$ cat src/rtl/uart_pkg.sv
// rtl/uart_pkg.sv - shared UART TX feeder constants: one-hot state indices and FIFO default
package uart_pkg;

  localparam int DEFAULT_FIFO_DEPTH = 16;

  // Bit positions inside the one-hot feeder state vector
  localparam int S_IDLE      = 0;
  localparam int S_START     = 1;
  localparam int S_WAIT_BUSY = 2;
  localparam int S_WAIT_DONE = 3;
  localparam int NUM_STATES  = 4;

  typedef logic [NUM_STATES-1:0] state_vec_t;

  localparam state_vec_t ST_IDLE      = state_vec_t'(1 << S_IDLE);
  localparam state_vec_t ST_START     = state_vec_t'(1 << S_START);
  localparam state_vec_t ST_WAIT_BUSY = state_vec_t'(1 << S_WAIT_BUSY);
  localparam state_vec_t ST_WAIT_DONE = state_vec_t'(1 << S_WAIT_DONE);

endpackage

$ cat src/rtl/uart_sync_fifo.sv
// rtl/uart_sync_fifo.sv - 8-bit synchronous FIFO with flush and registered read data
module uart_sync_fifo #(
  parameter int DEPTH    = 16,
  parameter int CNT_BITS = $clog2(DEPTH + 1)
) (
  input  logic                clk,
  input  logic                sync_reset,
  input  logic                wr_en,
  input  logic [7:0]          wr_data,
  input  logic                rd_en,
  input  logic                flush,
  output logic [7:0]          rd_data,
  output logic [CNT_BITS-1:0] count,
  output logic                full,
  output logic                empty
);

  localparam int PTR_BITS = $clog2(DEPTH);

  logic [7:0]          mem [DEPTH];
  logic [PTR_BITS-1:0] wr_ptr;
  logic [PTR_BITS-1:0] rd_ptr;
  logic                rd_ok;
  logic                wr_ok;

  assign full  = (count == CNT_BITS'(DEPTH));
  assign empty = (count == '0);
  assign rd_ok = rd_en && !empty;
  // A full FIFO still takes a write when the head leaves in the same cycle
  assign wr_ok = wr_en && !flush && (!full || rd_ok);

  always_ff @(posedge clk) begin
    if (wr_ok) begin
      mem[wr_ptr] <= wr_data;
    end
  end

  always_ff @(posedge clk) begin
    if (sync_reset) begin
      wr_ptr  <= '0;
      rd_ptr  <= '0;
      count   <= '0;
      rd_data <= 8'h00;
    end else begin
      if (rd_ok) begin
        rd_data <= mem[rd_ptr];
      end
      if (flush) begin
        wr_ptr <= '0;
        rd_ptr <= '0;
        count  <= '0;
      end else begin
        if (wr_ok) begin
          wr_ptr <= wr_ptr + 1'b1;
        end
        if (rd_ok) begin
          rd_ptr <= rd_ptr + 1'b1;
        end
        case ({wr_ok, rd_ok})
          2'b10:   count <= count + 1'b1;
          2'b01:   count <= count - 1'b1;
          default: count <= count;
        endcase
      end
    end
  end

endmodule

$ cat src/rtl/uart_tx_byte_feeder.sv
// rtl/uart_tx_byte_feeder.sv - buffers host bytes and hands them one at a time to the UART TX engine
module uart_tx_byte_feeder
  import uart_pkg::*;
#(
  parameter int FIFO_DEPTH = DEFAULT_FIFO_DEPTH,
  parameter int CNT_BITS   = $clog2(FIFO_DEPTH + 1)
) (
  input  logic                clk,
  input  logic                sync_reset,
  input  logic                wr_en,
  input  logic [7:0]          wr_data,
  input  logic                flush,
  input  logic                clr_overflow,
  output logic [CNT_BITS-1:0] fifo_count,
  output logic                fifo_full,
  output logic                fifo_empty,
  output logic                overflow,
  output logic                busy,
  output logic                start_TX,
  output logic [7:0]          SBUF_out,
  input  logic                tx_active
);

  state_vec_t state;
  state_vec_t state_next;
  logic       pop;
  logic       wr_drop;

  uart_sync_fifo #(
    .DEPTH    (FIFO_DEPTH),
    .CNT_BITS (CNT_BITS)
  ) u_fifo (
    .clk        (clk),
    .sync_reset (sync_reset),
    .wr_en      (wr_en),
    .wr_data    (wr_data),
    .rd_en      (pop),
    .flush      (flush),
    .rd_data    (SBUF_out),
    .count      (fifo_count),
    .full       (fifo_full),
    .empty      (fifo_empty)
  );

  // A flushed write is discarded on purpose and does not count as an overflow
  assign wr_drop  = wr_en && !flush && fifo_full && !pop;
  assign start_TX = state[S_START];
  assign busy     = !state[S_IDLE] || !fifo_empty;

  always_comb begin
    state_next = state;
    pop        = 1'b0;
    case (1'b1)
      state[S_IDLE]: begin
        if (!fifo_empty && !tx_active) begin
          pop        = 1'b1;
          state_next = ST_START;
        end
      end
      state[S_START]:     state_next = ST_WAIT_BUSY;
      // Engine missed the pulse: re-pulse the same byte without popping again
      state[S_WAIT_BUSY]: state_next = tx_active ? ST_WAIT_DONE : ST_START;
      state[S_WAIT_DONE]: if (!tx_active) state_next = ST_IDLE;
      default:            state_next = ST_IDLE;
    endcase
  end

  always_ff @(posedge clk) begin
    if (sync_reset) begin
      state    <= ST_IDLE;
      overflow <= 1'b0;
    end else begin
      state <= state_next;
      if (wr_drop) begin
        overflow <= 1'b1;
      end else if (clr_overflow) begin
        overflow <= 1'b0;
      end
    end
  end

endmodule

$ cat config.mk
export PLATFORM = sky130hd
export DESIGN_NAME = uart_tx_byte_feeder
export DESIGN_NICKNAME = d
export VERILOG_FILES = /design/src/rtl/uart_pkg.sv /design/src/rtl/uart_sync_fifo.sv /design/src/rtl/uart_tx_byte_feeder.sv
export SDC_FILE = /design/constraint.sdc
export NUM_CORES = 1
export LEC_CHECK = 0
export CORE_UTILIZATION = 40
export CTS_CLUSTER_DIAMETER = 150
export DETAILED_ROUTE_END_ITERATION = 10
export DONT_BUFFER_PORTS = 1
export PLACE_DENSITY_LB_ADDON = 0.25
export SYNTH_ARGS = -nofsm -noshare
export SYNTH_HDL_FRONTEND = slang
export SYNTH_SLANG_ARGS = --single-unit
$ cat constraint.sdc
create_clock -name clk -period 5.24 [get_ports clk]
set_input_delay 0.524 -clock clk [delete_from_list [all_inputs] [get_ports clk]]
set_output_delay 0.524 -clock clk [all_outputs]
set_load 0.01 [all_outputs]
[Word level (Yosys, flattened, before mapping)]
Memory sizes are Yosys's and may differ from the RTL's. A register that Yosys moved wholly into a read port is not among the register bits.
Index checks and enable logic that the tools add are counted.
Operators by class
  add/sub/neg operators: 4
  equality and inequality tests: 4
  multiplexer cells: 14
  reduce and logical (&&, ||, !) cells: 18
Operator list (number)
  4-bit two-way mux: 7
  5-bit one-hot mux with 2 select lines: 1
  4-bit by 1-bit adder with 4-bit output (second input constant): 2
  1-bit logical AND: 6
  1-bit logical NOT: 6
  1-bit two-way mux: 6
  5-bit by 1-bit adder with 5-bit output (second input constant): 1
  5-bit equality test (second input constant): 1
  5-bit logical NOT: 1
  5-bit by 1-bit subtractor with 5-bit output (second input constant): 1
  2-bit nonzero test: 2
  2-bit by 1-bit equality test with 1-bit output (second input constant): 1
  2-bit equality test (second input constant): 1
  1-bit logical OR: 2
  2-bit by 1-bit != test with 1-bit output (second input constant): 1
  2-bit OR reduction: 1
Word-level totals
  register bits after elaboration: 18
  bits in writable memories: 128
  logic and storage cells: 47
  memories kept: 1
Memory list
  u_fifo.mem: depth 16, width 8, read ports 1, clocked after memory_dff 1, wr ports 1, line uart_sync_fifo.sv:20  | logic [7:0] mem [DEPTH];

[Longest topological paths before layout]
Gate-level depths: netlist of the first run.
  word-level depth: 10
  depth in mapped cells: 13

[Modules after synthesis]
From an unflattened synthesis of the first run, not the netlist that was laid out.
Unflattened totals
  cell total of the unflattened synthesis: 391
  area, all modules: 6195.9 um^2
By module, submodules not included
  uart_sync_fifo: times used 1, cells an instance 364, area an instance 5968.2 um^2
  uart_tx_byte_feeder: times used 1, cells an instance 27, area an instance 227.7 um^2

[Worst setup path after synthesis of the first run]
OpenSTA, ideal clock, no wires.
  path type: register -> register
  start: register u_fifo.count[1]
  end: register u_fifo.count[2]
  arrival time: 2.902 ns
  data required time: 5.169 ns
  slack: 2.267 ns
  stages on the path, launching flop included: 13
  path buffers: 2
  period minus slack after synthesis: 2.973 ns
  cell sequence: dfxtp_1 -> or4_4 -> o31a_1 -> buf_6 -> inv_1 -> ha_1 -> clkbuf_1 -> xor2_1 -> ha_1 -> a21oi_1 -> xor2_1 -> or3_1 -> a21oi_1
On the way
  longest elaborated chain between the ends: 10
Ends and longest elaborated chain
  from (decl): line uart_sync_fifo.sv:13  | output logic [CNT_BITS-1:0] count,
  from (signal assigned): line uart_sync_fifo.sv:60  | 2'b10: count <= count + 1'b1;
  from (signal assigned): line uart_sync_fifo.sv:61  | 2'b01: count <= count - 1'b1;
  from (signal assigned): line uart_sync_fifo.sv:62  | default: count <= count;
  5-bit logical NOT: line uart_sync_fifo.sv:27  | assign empty = (count == '0);
  1-bit logical NOT: line uart_sync_fifo.sv:28, uart_tx_byte_feeder.sv:55
  1-bit logical AND: line uart_tx_byte_feeder.sv:55  | if (!fifo_empty && !tx_active) begin
  1-bit two-way mux: line uart_tx_byte_feeder.sv:55
  1-bit two-way mux: line uart_tx_byte_feeder.sv:53  | case (1'b1)
  1-bit logical AND: line uart_sync_fifo.sv:28  | assign rd_ok = rd_en && !empty;
  1-bit logical OR: line uart_sync_fifo.sv:30  | assign wr_ok = wr_en && !flush && (!full || rd_ok);
  1-bit logical AND: line uart_sync_fifo.sv:30
  2-bit by 1-bit equality test with 1-bit output / 2-bit equality test (equally long branches): line uart_sync_fifo.sv:59  | case ({wr_ok, rd_ok})
  5-bit one-hot mux with 2 select lines / 2-bit nonzero test (equally long branches)
Parallel ways exist; a longest one is shown, timed or not.
A chain may end at the register's enable or synchronous reset.

[Final worst setup path of the first run]
  start: register u_fifo.count[2]
  end: register u_fifo.count[4]
The elaborated chain is that of the path after synthesis.

==> metrics list, run 1 <==
- Status: complete, no violations
- Startpoint of the lowest-slack register-to-register path: u_fifo.count[2]$_SDFFE_PP0P_
- Synthesis produced a netlist whose cell count is between 300 and 400.
- Post-cts sizing count: 0
* Setup crit start kind: flip-flop
- Post CTS Setup Buffer Count: 0
* Actual slew at the worst max-slew pin: ~1.2 ns
- Synthesis Warnings: 0
* DRT iter0 DRCs: about 200
- The worst setup path is of the flip-flop to flip-flop kind.
- Clock Tree Buf Depth: 2
* Port bufs: 0
- Required arrival time at the worst endpoint: 5.58 ns
* Initial antenna violation count: 0
- Area Growth Syn to Fin: 13.9%
- Total via count after detailed routing: ~3300
- Across the run, the number of max-cap violations was 0.
* Net count of the mapped netlist: between 400 and 500
* Clock buffers created by TritonCTS: 17
- Count of flip-flops with a built-in enable after synthesis: around 130
* Number of top-level pins: 32
* Length of routed met2 wiring: approximately 6.5 mm
- Net switching is 17.6% of the power.
- The routed design could run at a clock period as short as roughly 3.2 ns.
- Number of global-route vias before repair: 3382
- Worst Path Max Fanout: 12
* Clock-pin slew of the registers on the worst-case setup and hold paths: roughly 0.06 ns
- Post-route DRC: 0
- Wire length per cell: around 22 µm
- Root cell of the clock tree: clkbuf_16
* Highest layer used for signal routing: met4
- Once detailed placement completed, the half-perimeter wirelength came to about 8.4 mm.
- Routability-driven placement finished with a final weighted congestion of ~0.75.
* Leak pwr: approximately 2.2 nW
- In this run, the clock network consumes roughly 51% of the power.
* Flip-flop cell with the highest count after synthesis: edfxtp_1
* Number of antenna diodes: 0
- Dominant delay contributor by cell family on the critical path: compound AO/OA/AOI/OAI gates
* Worst Path Arrival: between 3 and 4 ns
- In the final timing run, aggregate negative setup slack is 0 ns.
* Most common cell type on the critical path: ha_1
- Launching instance or port of the critical path: u_fifo.count[2]$_SDFFE_PP0P_
- After clock tree synthesis, the flow added hold-fix buffers numbering 0.
- Starting Density: 41.0%
* CP Capture Type: flip-flop
- Area enclosed by the die boundary: roughly 16000 µm²
- The path class of the tightest hold or removal check is primary input to flip-flop.
- Counting both buffers and inverters, the worst setup path holds a total of 1.
* Netlist area before placement: between 6000 and 7000 µm²
- Net switching power: ~0.50 mW
- The detail route stage leaves a number of antenna-violating nets equal to 0.
- Fraction of post-synthesis cell area in the top cell type by area: 61.6%
- The critical path goes through or4_4 > o31a_1 > inv_1 > ha_1 > xor2_1 > ha_1 > a21oi_1 > a32oi_1 > a31oi_1 > mux2i_1.
* Rel. slew slack: 18.7%
- Of the total power, combinational logic draws approximately 1.6%.
- On the critical path, the stage with the largest delay is an instance of or4_4.
- Number of storage elements in the synthesis netlist: ~150
- Entering global routing, the biggest net connects 28 pins.
- The number of pins with negative max-slew slack in the final report is 0.
* Cell type with the highest aggregate area in the netlist: edfxtp_1
* Worst Hold Launch: sync_reset
- The hold violation total from the final report was 0.
* Clock insertion delay at the later pin of the skew report: roughly 0.42 ns
- The floorplan step defined a core boundary enclosing between 15000 and 20000 µm².
- The die is roughly 130 µm wide.
- After detailed routing, the wire length on met1 is 5.65 mm.
- By area the synthesized netlist is led by edfxtp_1, dfxtp_1, mux4_2.
* Peak Freq: a little over 300 MHz
* Final wirelength: between 10 and 15 mm
* RSZ-0062 raised after global routing: no
- A synthesized cell averages approximately 16 µm².
- The post-route netlist has approximately 15% of its cells at a drive strength greater than 1.
- Global-route wire length before repair: a little under 20 mm
- Utilization of the core after routing: between 40 and 50%
- Final period utilization: about three fifths
* VDD IR-drop max: approximately 0.25 mV
- In the routed layout, each cell is associated on average with a via count of 5.62.
* First-pass detailed-route iteration total: 4
- Number of H-tree levels: 4
- Ratio of total power to cell area: between 300 and 400 nW/µm²
- Die Y-Extent: 127 µm
- Final setup violation count: 0
* Nets: between 400 and 500
- The floorplan has 45 rows.
* Sequential-to-total area share from yosys stat: a little over two thirds
* Total congestion overflow: 0
- Clock Skew: ~0.0079 ns
- Counting flops with an async set or reset pin after synthesis yields a share of 0%.
- CTS tree: built
* Yosys cell types: 42
- Longest individual stage delay on the worst path: between 0.6 and 0.7 ns
- Cell internal pwr: around 2.3 mW
* Total routing resource utilization after global routing: roughly 17%
- Registers are responsible for a little under half of the overall power.
- Sum of met3 wire segment lengths after detailed routing: 462 µm
- The clock drives roughly 150 sinks.
layer usage:
metal	track usage, %	up-vias
met1	21.1	1715
met5	0	-
met2	29.3	69
met3	3.96	16
met4	7.98	0
li1	-	1527
cells in the final DEF, fill, tap and decap left out, types with 3 or more instances in the layout:
cell type / count
a21oi_1: 8
a311oi_1: 8
a31oi_1: 8
buf_4: 6
bufinv_16: 8
clkbuf_16: 17
dfxtp_1: 25
edfxtp_1: 128
ha_1: 8
inv_1: 5
mux2i_1: 35
mux4_2: 18
nand2_1: 16
nand2b_1: 6
nand3b_1: 4
nor2_1: 28
nor3_1: 5
o21ai_0: 11
o22ai_1: 15
or3_1: 3
xnor2_1: 3
xor2_1: 6
cell type report:
cell class	instances	area [µm²]
Fill cell	1291	8100
Clock buffer	18	429
Sequential cell	154	4370
Clock inverter	13	273
Tap cell	188	235
Timing Repair Buffer	6	45.0
Multi-Input combinational cell	208	1740
Inverter	5	18.8
power by group through the flow:
stage               logic (mW)  registers (mW)  clock network [mW]
floorplan               0.0382            1.37                   0
global placement        0.0448            1.37                   0
detailed placement      0.0455            1.37                   0
CTS                     0.0460            1.34                1.47
global route            0.0513            1.34                1.52
finish                  0.0459            1.34                1.45
cells by family (layout without fill, tap and decap cells):
kind of cell / Yosys count / in the layout / share of synthesized area (%)
AO/OA/AOI/OAI: 60 / 60 / 6.52
XOR/XNOR: 9 / 9 / 1.26
adder cells (fa/ha/maj): 8 / 8 / 1.61
buffers and inverters: 28 / 42 / 2.13
flip-flops: 154 / 154 / 70.0
multiplexers: 54 / 54 / 12.3
AND/OR/NAND/NOR: 77 / 77 / 6.20
registers in the layout, summed over array words and instances, names as in the netlist:
name and cells:
u_fifo.rd_data 8, u_fifo.count 5, u_fifo.mem 128, state 4, u_fifo.wr_ptr 4, overflow 1
u_fifo.rd_ptr 4
cell usage after synthesis (all sizes together), types with 2 or more instances:
cell type and n:
nand2b 6, a21oi 8, nand3b 4, nand3 2
or3 3, nor2b 2, a211oi 2, clkbuf 11
mux2i 35, xor2 6, a21o 2, a311oi 8
inv 5, edfxtp 128, dfxtp 26, or2 2
xnor2 3, or3b 2, a31oi 8, buf 12
o21ai 11, nor2 28, nor4 2, o22ai 15
nor3 5, ha 8, a32oi 2, mux4 18
nand2 16
through the flow:
stage / total power [mW] / setup WS [ns] / area [µm²] / hold WS (ns) / std cells
finish: 2.83 / 2.03 / 7110 / 0.170 / 592
global route: 2.91 / 1.80 / 7110 / 0.151 / 592
CTS: 2.86 / 2.03 / 7110 / 0.152 / 592
detailed placement: 1.41 / 2.06 / 6400 / 0.509 / 561
global placement: 1.41 / 2.23 / 6400 / 0.477 / 561
floorplan: 1.40 / 2.27 / 6240 / 0.472 / 390
worst reg2reg max path, cell delays in order, from the launching register on:
cell and delay, ns:
dfxtp_1 0.44, or4_4 0.63, o31a_1 0.40, inv_1 0.12, ha_1 0.38, xor2_1 0.14
ha_1 0.21, a21oi_1 0.24, a32oi_1 0.15, a31oi_1 0.23, mux2i_1 0.21
path summary, 6_finish.rpt:
path / to / slack [ns] / cells after the start
hold / removal: overflow$_SDFFE_PP0P_ / 0.17 / 1
setup reg to reg: u_fifo.count[4]$_SDFFE_PP0P_ / 2.03 / 10
setup / recovery: u_fifo.count[4]$_SDFFE_PP0P_ / 2.03 / 10
hold reg to reg: state[2]$_SDFFE_PP0P_ / 0.51 / 2
(Power assumes the default switching activity.)
==> run 2: changes to the inputs <==
- clock period: 5.24 -> 2.8 ns (I/O delays scaled with it)
==> run 2 against run 1 <==
Against the previous run:
- via count rose by 2.5%
- sequential power rose by 87%
- utilization rose by 0.87 points
- global-route usage barely moved
- die area did not move
- clock power rose by 56%
- largest cell class unchanged
- highest routed layer unchanged
==> metrics list, run 2 (synthesized netlist as in run 1, its figures left out) <==
* Final wirelength: ~13 mm
- Counting along the longest clock path gives a buffer depth of 2.
- Of all nets on the critical path, the largest fanout is 20.
* Clock insertion delay at the later pin of the skew report: about 0.42 ns
- Dividing the detail-routed wire length by the instance count gives between 20 and 25 µm.
- Setup violations remaining at the end of the flow were counted as 0.
- Row generation in the floorplan step produced 45 rows.
- Total routing resource utilization after global routing: between 15 and 20%
- Overall power consumption after layout is estimated at a little under 5 mW.
* M1 GR Usage: ~22%
- The tightest min-delay check is of the primary input to flip-flop type.
* Power share of the clock group: a little under half
* Area enclosed by the die boundary: around 16000 µm²
- Area Growth Syn to Fin: 16.1%
* Setup crit start kind: flip-flop
- Summed over all failing endpoints, the final setup total negative slack is 0 ns.
* DRT iter0 DRCs: ~250
- Net switching power: between 0.9 and 1 mW
- After global routing the overflow that remains totals 0.
* Category of the most critical setup path: flip-flop to flip-flop
* Switching share of power: between 10% and 20%
- Clock-pin slew of the registers on the worst-case setup and hold paths: ~0.06 ns
- The first global-routing pass estimated about 20 mm of wire.
- In the routed layout, each cell is associated on average with a via count of about 5.5.
* VDD IR-drop max: about 0.43 mV
- Number of antenna diodes: 0
* Initial antenna violation count: 0
- Most frequent cells in the layout: edfxtp_1, mux2i_1, nor2_1
* Nets: 440
- In this run the most used layer during global routing was met2.
- Port buffering added 0 buffers.
- For this run, global-route usage on met2 was measured as ~28%.
- Counting flops per register, the top entry is u_fifo.mem.
- Min Clock Period, post-route: roughly 2.7 ns
* Leak pwr: approximately 2.3 nW
- Of the total power, registers draw a little over 50%.
* Largest net degree at the start of global routing: 28
- Core area: roughly 15000 µm²
* Max-slew violation count: 0
- Rel. slew slack: between 40% and 50%
* Number of hold-slack violations in the final timing report: 0
- Across the routed clock network, the largest skew measured is 0.00986 ns.
- Met3 demand-to-capacity share in global routing: slightly above 4%
- Actual slew at the worst max-slew pin: 0.866 ns
- Registers with the most flip-flops: u_fifo.mem: 128 flops, u_fifo.rd_data: 8 flops, u_fifo.count: 5 flops
- Registers take 4370 µm².
- Per report_power, the combinational group accounts for 2.7% of the total.
- The filler cells instantiated in the layout total 1278.
- Once layout is complete, the utilization of the core stands at between 40% and 50%.
- Number of H-tree levels: 4
- The tool flagged a number of max-cap violations equal to 0.
* Root cell of the clock tree: clkbuf_16
* Most common cell after layout, fill and taps aside: edfxtp_1
- Layout cell share with drive strength beyond 1: 17.9%
* RSZ-0062 raised after global routing: no
- Die Span X: approximately 130 µm
- Post-route DRC: 0
- TritonCTS created 17 clock buffers.
- CTS saw 154 sinks.
- Data on the critical path is required at its endpoint by 3.14 ns.
- The die is between 100 and 150 µm tall.
* HPWL after detailed placement: 8.32 mm
* Number of global-route vias before repair: around 3400
- Routability-driven placement finished with a final weighted congestion of 0.773.
- CP Capture Type: flip-flop
- Number of flip-flops under the largest register name: about 130
- The run finished with clean final reports.
- 32 I/O pins were placed.
- First-pass detailed-route iteration total: 4
- In the final layout, the multi-input gates occupy 1750 µm².
* Worst Path Arrival: 3.00 ns
- For this configuration, the core starts out at a cell density of 41.0%.
- Final period utilization: 95.1%
- In this run the power density over the cells is about 680 nW/µm².
- TritonCTS built the clock tree.
- For this run, the top clock speed supported by timing is roughly 380 MHz.
- The detail route stage leaves a number of antenna-violating nets equal to 0.
- Cell internal pwr: approximately 3.9 mW
- Total via count after detailed routing: roughly 3400
run 2: cell count changes in the layout (fill, tap and decap cells not counted):
| cell | change |
|---|---|
| buf_4 | +14 |
| dlygate4sd3_1 | +10 |
| bufinv_16 | -5 |
| buf_12 | +2 |
| clkinv_1 | +2 |
| clkinvlp_4 | +2 |
| a21oi_1 | -1 |
| a21oi_2 | +1 |
| clkinv_4 | +1 |
| ha_1 | -1 |
| ha_2 | +1 |
run 2: area by class of cell:
| type | instances | share of cell area [%] |
|---|---|---|
| tap | 188 | 3.25 |
| sequential | 154 | 60.3 |
| timing repair buffer | 32 | 4.01 |
| clock buffer | 18 | 5.93 |
| multi-input combinational | 208 | 24.1 |
| inverter | 5 | 0.259 |
| clock inverter | 13 | 2.13 |
run 2: timing repair:
action | 4_1_cts | 5_1_grt
setup buffers | 0 | 1
hold buffers | 10 | 0
hold endpoints to repair | 132 | 0
gates resized for setup | 0 | 1
endpoints found under the setup margin | 0 | 2
run 2: layer usage:
layer  up-vias  wire (µm)
met3        15        446
met1      1732       5790
li1       1579          -
met5         -          0
met2        83       6360
met4         0        249
run 2: power groups by stage:
stage / sequential, mW / combinational, mW / clock [mW]
floorplan: 2.55 / 0.0721 / 0
global placement: 2.56 / 0.0912 / 0
detailed placement: 2.56 / 0.0922 / 0
CTS: 2.51 / 0.134 / 2.29
global route: 2.51 / 0.148 / 2.38
finish: 2.51 / 0.134 / 2.26
run 2: final timing paths:
kind	start	to	slack, ns	cells past startpoint
min	tx_active	state[1]$_SDFFE_PP0P_	0.04	2
max reg2reg	u_fifo.count[2]$_SDFFE_PP0P_	u_fifo.count[3]$_SDFFE_PP0P_	0.14	8
max	u_fifo.count[2]$_SDFFE_PP0P_	u_fifo.count[3]$_SDFFE_PP0P_	0.14	8
min reg2reg	overflow$_SDFFE_PP0P_	overflow$_SDFFE_PP0P_	0.52	2
run 2: worst max-delay path, cell delays in order, from the launching register on:
cell and delay, ns:
dfxtp_1 0.35, buf_4 0.18, nor4_1 0.55, a21oi_1 0.19, buf_4 0.24, ha_1 0.40
or2_2 0.32, o22ai_1 0.16, mux2i_1 0.20
run 2: through the flow:
| step | worst slack (ns) | hold WS (ns) | area [µm²] | cells |
|---|---|---|---|---|
| 2_1_floorplan | 0.00979 | 0.379 | 6240 | 390 |
| 3_3_place_gp | 0.256 | 0.350 | 6550 | 576 |
| 3_5_place_dp | 0.181 | 0.352 | 6550 | 576 |
| 4_1_cts | 0.135 | 0.0208 | 7230 | 617 |
| 5_1_grt | 0.0189 | 0.0441 | 7240 | 618 |
| 6_report | 0.139 | 0.0427 | 7240 | 618 |
